File: src/rtl/hilo_acc_if.sv
// ----------------------------------------------------------------------------
// hilo_acc_if -- bus bundle for the HI/LO accumulator register pair.
//
// Groups every non-clock, non-reset signal of hilo_acc.
//   master : driver side (testbench or surrounding core)
//   slave  : the hilo_acc block itself
//
// Signals
//   we_hi / we_lo   direct write enables for HI / LO
//   hi_i / lo_i     direct write data (DATA_W each)
//   acc_valid       accumulate request
//   acc_op          0 = add, 1 = subtract
//   acc_i           accumulate operand (2*DATA_W, upper half aligns with HI)
//   flush           cancels an in-flight accumulate, blocks acceptance
//   acc_ready       block is idle and can accept an accumulate this cycle
//   acc_done        one-cycle pulse after an accumulate commits
//   hi_o / lo_o     registered HI / LO
//   hi_fwd_o/lo_fwd_o  direct-write bypassed HI / LO
// ----------------------------------------------------------------------------
interface hilo_acc_if #(
    parameter int DATA_W = 32
);
    logic                  we_hi;
    logic                  we_lo;
    logic [DATA_W-1:0]     hi_i;
    logic [DATA_W-1:0]     lo_i;
    logic                  acc_valid;
    logic                  acc_op;
    logic [2*DATA_W-1:0]   acc_i;
    logic                  flush;
    logic                  acc_ready;
    logic                  acc_done;
    logic [DATA_W-1:0]     hi_o;
    logic [DATA_W-1:0]     lo_o;
    logic [DATA_W-1:0]     hi_fwd_o;
    logic [DATA_W-1:0]     lo_fwd_o;

    modport master (
        output we_hi, we_lo, hi_i, lo_i, acc_valid, acc_op, acc_i, flush,
        input  acc_ready, acc_done, hi_o, lo_o, hi_fwd_o, lo_fwd_o
    );

    modport slave (
        input  we_hi, we_lo, hi_i, lo_i, acc_valid, acc_op, acc_i, flush,
        output acc_ready, acc_done, hi_o, lo_o, hi_fwd_o, lo_fwd_o
    );
endinterface

File: src/rtl/hilo_acc.sv
// ----------------------------------------------------------------------------
// hilo_acc -- HI/LO register pair with direct writes and a two-state
// accumulate engine ({HI,LO} +/- operand, modulo 2^(2*DATA_W)).
//
// Ports
//   clk   single clock, all state updates on the rising edge
//   rst   asynchronous, active-high reset
//   bus   hilo_acc_if.slave (see hilo_acc_if.sv for the signal list)
//
// Parameters
//   DATA_W  width of each of HI and LO
//   ACC_EN  0 removes the accumulate path: FSM stays IDLE, acc_ready = 0,
//           acc_done = 0
//
// Timing: an accumulate accepted at edge N (IDLE, acc_valid, !flush) spends
// one cycle in EXEC and commits at edge N+1, where acc_done is also raised.
// ----------------------------------------------------------------------------
module hilo_acc #(
    parameter int DATA_W = 32,
    parameter int ACC_EN = 1
) (
    input  logic      clk,
    input  logic      rst,
    hilo_acc_if.slave bus
);

    typedef enum logic [0:0] {
        IDLE = 1'b0,
        EXEC = 1'b1
    } state_e;

    localparam bit ACC_ON = (ACC_EN != 0);

    state_e                state_q, state_d;
    logic [DATA_W-1:0]     hi_q, hi_d;
    logic [DATA_W-1:0]     lo_q, lo_d;
    logic                  op_q;
    logic [2*DATA_W-1:0]   opnd_q;
    logic                  done_q;

    logic                  load;    // capture operand, enter EXEC
    logic                  commit;  // write accumulate result this edge
    logic [2*DATA_W-1:0]   acc_cur;
    logic [2*DATA_W-1:0]   acc_res;

    // ------------------------------------------------------------------
    // FSM: state register
    // ------------------------------------------------------------------
    // NOTE: sequential state uses non-blocking assignments so every
    // register samples pre-edge values regardless of block ordering.
    always_ff @(posedge clk or posedge rst) begin
        if (rst) begin
            state_q <= IDLE;
        end else begin
            state_q <= state_d;
        end
    end

    // ------------------------------------------------------------------
    // FSM: next state and control strobes
    // ------------------------------------------------------------------
    // NOTE: every output of this block gets a default first, so no path
    // leaves a signal unassigned and no latch is inferred.
    always_comb begin
        state_d = state_q;
        load    = 1'b0;
        commit  = 1'b0;
        unique case (state_q)
            IDLE: begin
                if (ACC_ON && bus.acc_valid && !bus.flush) begin
                    load    = 1'b1;
                    state_d = EXEC;
                end
            end
            EXEC: begin
                // EXEC always lasts one cycle; flush only cancels the write.
                state_d = IDLE;
                commit  = !bus.flush;
            end
            default: state_d = IDLE;
        endcase
    end

    // ------------------------------------------------------------------
    // Accumulate datapath. Uses registered {HI,LO} only, so a direct write
    // in the EXEC cycle never feeds the sum.
    // ------------------------------------------------------------------
    assign acc_cur = {hi_q, lo_q};
    assign acc_res = op_q ? (acc_cur - opnd_q) : (acc_cur + opnd_q);

    // Direct writes win per half; the unwritten half takes the commit.
    always_comb begin
        hi_d = hi_q;
        lo_d = lo_q;
        if (commit) begin
            hi_d = acc_res[2*DATA_W-1:DATA_W];
            lo_d = acc_res[DATA_W-1:0];
        end
        if (bus.we_hi) hi_d = bus.hi_i;
        if (bus.we_lo) lo_d = bus.lo_i;
    end

    always_ff @(posedge clk or posedge rst) begin
        if (rst) begin
            hi_q   <= '0;
            lo_q   <= '0;
            op_q   <= 1'b0;
            opnd_q <= '0;
            done_q <= 1'b0;
        end else begin
            hi_q   <= hi_d;
            lo_q   <= lo_d;
            done_q <= commit;
            if (load) begin
                op_q   <= bus.acc_op;
                opnd_q <= bus.acc_i;
            end
        end
    end

    // ------------------------------------------------------------------
    // Outputs. Forwarding covers direct writes only, never an in-flight
    // accumulate.
    // ------------------------------------------------------------------
    assign bus.acc_ready = ACC_ON && (state_q == IDLE);
    assign bus.acc_done  = done_q;
    assign bus.hi_o      = hi_q;
    assign bus.lo_o      = lo_q;
    assign bus.hi_fwd_o  = bus.we_hi ? bus.hi_i : hi_q;
    assign bus.lo_fwd_o  = bus.we_lo ? bus.lo_i : lo_q;

endmodule

File: src/flat_wrapper.sv
// flat-port wrapper written by rule: the top's interface ports become plain ports
module hilo_acc_flat 
#(
    parameter int DATA_W = 32,
    parameter int ACC_EN = 1
)
  (clk, rst, bus_we_hi, bus_we_lo, bus_hi_i, bus_lo_i, bus_acc_valid, bus_acc_op, bus_acc_i, bus_flush, bus_acc_ready, bus_acc_done, bus_hi_o, bus_lo_o, bus_hi_fwd_o, bus_lo_fwd_o);
  hilo_acc_if #(.DATA_W(DATA_W)) bus_i ();
  input  logic clk;
  input  logic rst;
  input wire logic [$bits(bus_i.we_hi)-1:0] bus_we_hi;
  input wire logic [$bits(bus_i.we_lo)-1:0] bus_we_lo;
  input wire logic [$bits(bus_i.hi_i)-1:0] bus_hi_i;
  input wire logic [$bits(bus_i.lo_i)-1:0] bus_lo_i;
  input wire logic [$bits(bus_i.acc_valid)-1:0] bus_acc_valid;
  input wire logic [$bits(bus_i.acc_op)-1:0] bus_acc_op;
  input wire logic [$bits(bus_i.acc_i)-1:0] bus_acc_i;
  input wire logic [$bits(bus_i.flush)-1:0] bus_flush;
  output wire logic [$bits(bus_i.acc_ready)-1:0] bus_acc_ready;
  output wire logic [$bits(bus_i.acc_done)-1:0] bus_acc_done;
  output wire logic [$bits(bus_i.hi_o)-1:0] bus_hi_o;
  output wire logic [$bits(bus_i.lo_o)-1:0] bus_lo_o;
  output wire logic [$bits(bus_i.hi_fwd_o)-1:0] bus_hi_fwd_o;
  output wire logic [$bits(bus_i.lo_fwd_o)-1:0] bus_lo_fwd_o;
  assign bus_i.we_hi = bus_we_hi;
  assign bus_i.we_lo = bus_we_lo;
  assign bus_i.hi_i = bus_hi_i;
  assign bus_i.lo_i = bus_lo_i;
  assign bus_i.acc_valid = bus_acc_valid;
  assign bus_i.acc_op = bus_acc_op;
  assign bus_i.acc_i = bus_acc_i;
  assign bus_i.flush = bus_flush;
  assign bus_acc_ready = bus_i.acc_ready;
  assign bus_acc_done = bus_i.acc_done;
  assign bus_hi_o = bus_i.hi_o;
  assign bus_lo_o = bus_i.lo_o;
  assign bus_hi_fwd_o = bus_i.hi_fwd_o;
  assign bus_lo_fwd_o = bus_i.lo_fwd_o;
  hilo_acc #(.DATA_W(DATA_W), .ACC_EN(ACC_EN)) u_core (.clk(clk), .rst(rst), .bus(bus_i));
endmodule
File: config.mk
export PLATFORM = sky130hd
export DESIGN_NAME = hilo_acc_flat
export DESIGN_NICKNAME = d
export VERILOG_FILES = /design/src/rtl/hilo_acc_if.sv /design/src/rtl/hilo_acc.sv /design/src/flat_wrapper.sv
export SDC_FILE = /design/constraint.sdc
export NUM_CORES = 1
export LEC_CHECK = 0
export BUFFER_PORTS_ARGS = -buffer_cell sky130_fd_sc_hd__buf_2
export CAP_MARGIN = 20
export CORE_ASPECT_RATIO = 0.75
export CORE_MARGIN = 8
export CORE_UTILIZATION = 55
export CTS_CLUSTER_DIAMETER = 60
export CTS_CLUSTER_SIZE = 14
export DETAILED_ROUTE_END_ITERATION = 8
export GPL_ROUTABILITY_DRIVEN = 0
export GPL_TIMING_DRIVEN = 1
export PLACE_DENSITY_LB_ADDON = 0.1
export SLEW_MARGIN = 30
export SYNTH_ARGS = -nofsm -noshare
export SYNTH_HDL_FRONTEND = slang
export SYNTH_SLANG_ARGS = --single-unit
File: constraint.sdc
create_clock -name clk -period 5.95 [get_ports clk]
set_input_delay 0.595 -clock clk [delete_from_list [all_inputs] [get_ports clk]]
set_output_delay 0.595 -clock clk [all_outputs]
set_load 0.01 [all_outputs]
=== Yosys cells after proc, flatten, opt, wreduce, memory -nomap -nowiden ===
Cells that the tools add are included.

* Logic and storage cells: 24
* Output and inout port bits: 130
* Input bits: 135
* Flip-flop bits (word level): 131

* Muxes and demuxes: 11
* Add/subtract/negate cells: 2
* Bitwise logic cells: 1
* Reductions and logical operators: 4

{| class="wikitable"
|+ Operators by type and width
! operator !! count
|-
| 32-bit two-way mux || 6
|-
| 64-bit adder || 1
|-
| 64-bit two-way mux || 1
|-
| 64-bit subtractor || 1
|-
| 2-bit nonzero test || 2
|-
| 1-bit two-way mux || 3
|-
| 1-bit one-hot mux with 2 select lines || 1
|-
| 1-bit logical AND || 1
|-
| 1-bit logical NOT || 1
|-
| 1-bit NOT || 1
|}

=== Depth between registers and ports, before layout ===
* Depth after elaboration: 4
* Gate-level depth with buffers: 25
* Depth with buffers taken out: 22

=== Worst setup path before layout ===
Ideal clock, no wire load.

* Path type: reg-to-reg
* Start: register u_core.opnd_q[14]
* End: register u_core.hi_q[25], in the netlist u_core.bus.hi_o[25]
* Arrival time: 4.516 ns
* Path slack: 1.365 ns
* Required time: 5.881 ns
* Cell stages (with the launch flop): 22
* Period minus slack after synthesis: 4.585 ns
* Buffers on the path: 2
* Setup time: 0.069 ns
* Path through: dfrtp_1 > or4_1 > nor4_2 > nand2b_1 > inv_1 > and4_1 > buf_2 > and2_1 > buf_2 > a21oi_1 > xnor2_1 > ha_1 > and4_1 > or3b_1 > nor4_2 > nand4_1 > a211o_1 > and3_4 > o31ai_4 > a21oi_2 > or4_1 > nand3_1

* Longest elaborated chain between the ends: 4
* Elaborated cells between the ends (all ways): 5
* Those cells by class: add/sub: 2; mux: 3

{| class="wikitable"
|+ Ends and longest elaborated chain
! item !! line !! source
|-
| start: declaration || hilo_acc.sv:38 || <nowiki>logic [2*DATA_W-1:0] opnd_q;</nowiki>
|-
| start signal: assignment || hilo_acc.sv:116 || <nowiki>opnd_q <= bus.acc_i;</nowiki>
|-
| 64-bit adder or 64-bit subtractor (tied branches) || hilo_acc.sv:89 || <nowiki>assign acc_res = op_q ? (acc_cur - opnd_q) : (acc_cur + opnd_q);</nowiki>
|-
| 64-bit two-way mux (*) || hilo_acc.sv:89 ||
|-
| 32-bit two-way mux (*) || hilo_acc.sv:95 || <nowiki>if (commit) begin</nowiki>
|-
| 32-bit two-way mux (*) || hilo_acc.sv:99 || <nowiki>if (bus.we_hi) hi_d = bus.hi_i;</nowiki>
|-
| end signal: assignment || hilo_acc.sv:111 || <nowiki>hi_q <= hi_d;</nowiki>
|-
| end: declaration || hilo_acc.sv:35 || <nowiki>logic [DATA_W-1:0] hi_q, hi_d;</nowiki>
|}

Every way passes the cells marked *; elsewhere a longest branch is shown, timed or not. The select of a mux whose other input is x is not followed.
A chain may end at the register's enable or synchronous reset.

=== Worst setup path after layout ===
* Start: register u_core.opnd_q[14]
* End: register u_core.hi_q[31], in the netlist u_core.bus.hi_o[31]

The elaborated chain is that of the path after synthesis.

==> run_results.csv <==
group,metric,value,unit
grt,grt_pass1_wl,56400,um
drt,remaining_drc_errors,0,
synthesis,syn_area_per_cell,8.11,um2
timing,slew_violations,0,
floorplan,die_w,179,um
floorplan,core,19900,um2
finish,num_antenna_cells,0,
drt,detail_route.iter0.violations,1028,
grt,grt_pass1_vias,10300,
cts,clock_latency,430,ps
timing,hold_slack,259,ps
synthesis,synth_area,11000,um2
drt,vias_per_cell,5.95,
cts,numCtsBuffers,17,
synthesis,seq_area_frac_synth,29.7,%
power,leakagePower,0.00597,uW
hold_path,hold_class,"in2async",
drt,dr_total_vias,11000,
timing,fin_setup_tns,0,ps
synthesis,synthArstFlopShare,100,%
outcome,status,"finished clean",
timing,fin_crit_sh,89.4,%
drt,first_pass_iters,5,
cts,max-clock-path-buffers,2,
synthesis,synth_nets,1559,
placed_design,placed_cell_area,12400,um2
finish,fin_nets,1772,
cts,cts_tree,"built",
timing,min_period,5320,ps
setup_path,setup.worst_path.class,"reg2reg",
floorplan,die_h,139,um
setup_path,r2r_cells,17,
cts,cts_resized,0,
flow_run,maxCapViolCount,0,
finish,final_cell_mix,"264 x buf_2, 152 x a21oi_1, 145 x o21ai_0",
timing,setup_violations,0,
power,irDropWorstVdd,213,uV
setup_path,cp-start-kind,"register",
placed_design,hpwl,28000,um
power,finalPower,5070,uW
setup_path,worstPathArrival,5680,ps
timing,slew_headroom,40.7,%
timing,max_freq,188,MHz
synthesis,yosys_warnings,0,
finish,area_delta_synth_final,18.1,%
placed_design,dp_slack,763,ps
finish,final_common_cell,"buf_2",
timing,rsz0062_at_grt,"false",
grt,grt_overflow,0,
floorplan,ios,265,
cts,htree_levels,4,
cts,root_buffer,"clkbuf_16",
cts,cts_sinks,131,
grt,grt_max_degree,90,
synthesis,synth_edf_count,0,
timing,clock_skew,10.0,ps
setup_path,crit_required,6320,ps
setup_path,end_kind,"register",
placed_design,portBuffers,264,
timing,layout_setup_ws,633,ps
synthesis,ys_ff_latch,131,
synthesis,synth_cell_types,70,
finish,final_area,13000,um2
grt,grt.total_usage,27.8,%
cts,clkTransAtPathRegs,60,ps
cts,post_cts_buffers,0,
timing,hold_viol,0,
cts,holdBufCountCts,0,
synthesis,netlist_instances,1359,
drt,wl_per_cell,19.3,um
floorplan,dieArea,24900,um2
drt,routed_wl,35500,um
timing,tightest_slew,889,ps
drt,drtAntennaViolNets,0,
floorplan,start_util,55.3,%
setup_path,r2r-start,"u_core.opnd_q[14]",
setup_path,r2r_end,"u_core.bus.hi_o[31]",
synthesis,synth-main-ff-cell,"dfrtp_1",
floorplan,row_count,45,
grt,antenna_found_initial,0,
setup_path,cp_max_fo,7,
setup_path,r2r_setup_slack,630,ps
power,powerDensity,389,nW/um2
finish,layout-drive-gt1-share,26.2,%
==> stage by stage <==
stage / utilization (%) / cells
floorplan: - / 1359
global placement: 62.4 / 1811
detailed placement: 62.4 / 1811
CTS: 65.3 / 1843
global route: 65.3 / 1843
finish: 65.3 / 1843
==> metal layers <==
metal | GRT usage (%) | vias to the layer above | wire length (um)
li1 | - | 5269 | -
met1 | 41.1 | 5117 | 16800
met2 | 38.0 | 547 | 14200
met3 | 9.45 | 38 | 4120
met4 | 6.00 | 0 | 462
met5 | 0 | - | 0
==> flip-flops by register name (all words and copies together) (netlist names) <==
signal / cells
u_core.bus.acc_done: 1
u_core.op_q: 1
u_core.bus.hi_o: 32
u_core.state_q: 1
u_core.bus.lo_o: 32
u_core.opnd_q: 64
==> power by group <==
| part | leakage, uW | total, uW | internal (uW) | switching, uW |
|---|---|---|---|---|
| Combinational | 0.00412 | 2780 | 1120 | 1670 |
| Sequential | 0.00157 | 1220 | 1030 | 189 |
| Clock | 0.000285 | 1070 | 596 | 470 |
| Total | 0.00597 | 5070 | 2740 | 2330 |
==> final cells by class <==
class / instances / area, um2
fill: 1745 / 6910
tap: 258 / 323
clock inverter: 15 / 163
inverter: 77 / 294
timing repair buffer: 272 / 1380
clock buffer: 17 / 425
sequential: 131 / 3280
multi-input combinational: 1073 / 7150
==> critical path, stage by stage, from the launching register on <==
cell and delay, ps:
dfrtp_1 410, or4_1 590, nor4_2 240, nand2b_1 150, nor4_1 540, a21oi_1 180, xnor2_1 170, ha_1 440
nand4_1 180, nor3_1 250, a32oi_1 100, and3b_1 230, o211ai_1 420, a21oi_2 200, o21ai_1 440, o2111ai_1 290
a211o_1 350, nand4_1 90
==> worst max path at each step <==
| stage | startpoint | endpoint |
|---|---|---|
| 6_report | u_core.opnd_q[14] | u_core.bus.hi_o[31] |
| 5_1_grt | u_core.opnd_q[10] | u_core.bus.hi_o[25] |
| 4_1_cts | u_core.opnd_q[6] | u_core.bus.hi_o[25] |
| 3_5_place_dp | u_core.opnd_q[14] | u_core.bus.hi_o[25] |
| 3_3_place_gp | u_core.opnd_q[10] | u_core.bus.hi_o[25] |
| 2_1_floorplan | u_core.opnd_q[14] | u_core.bus.hi_o[25] |
==> cells by family (layout without fill, tap and decap cells) <==
kind of cell / count (synthesis) / count (layout) / synth area share, %
XOR/XNOR: 120 / 120 / 9.53
AO/OA/AOI/OAI: 428 / 428 / 22.8
multiplexers: 92 / 92 / 9.38
buffers and inverters: 155 / 381 / 5.45
adder cells (fa/ha/maj): 65 / 65 / 7.44
flip-flops: 131 / 131 / 29.7
AND/OR/NAND/NOR: 368 / 368 / 15.6
==> cells in the mapped netlist, types with 3 or more instances <==
master,instances,share of area (%)
nand2_1,125,4.3
inv_1,77,2.6
o211ai_1,4,0.27
or4_1,3,0.20
xor2_1,28,2.2
a211o_1,6,0.48
or3_1,7,0.40
a22oi_1,7,0.48
a31oi_1,10,0.57
a21oi_1,152,6.9
o31ai_1,6,0.41
nor4_1,10,0.57
mux2_2,91,9.3
buf_1,5,0.17
a211oi_1,4,0.27
a221oi_1,8,0.64
o221ai_1,3,0.24
and2_1,6,0.34
nand3_1,13,0.59
xnor2_1,92,7.3
nor2b_1,7,0.40
nand4_1,24,1.4
a21o_1,23,1.6
o21bai_1,13,0.89
nor3b_1,3,0.20
o21a_1,6,0.41
nand2b_1,11,0.62
a21boi_0,3,0.20
nor3_1,36,1.6
nor2_1,102,3.5
o21ai_0,145,6.6
and3_1,7,0.40
dfrtp_1,131,30
clkbuf_1,58,2.0
o21ai_1,11,0.50
ha_1,64,7.3
buf_2,15,0.68
Note: power is estimated with default switching activity, not from simulation.
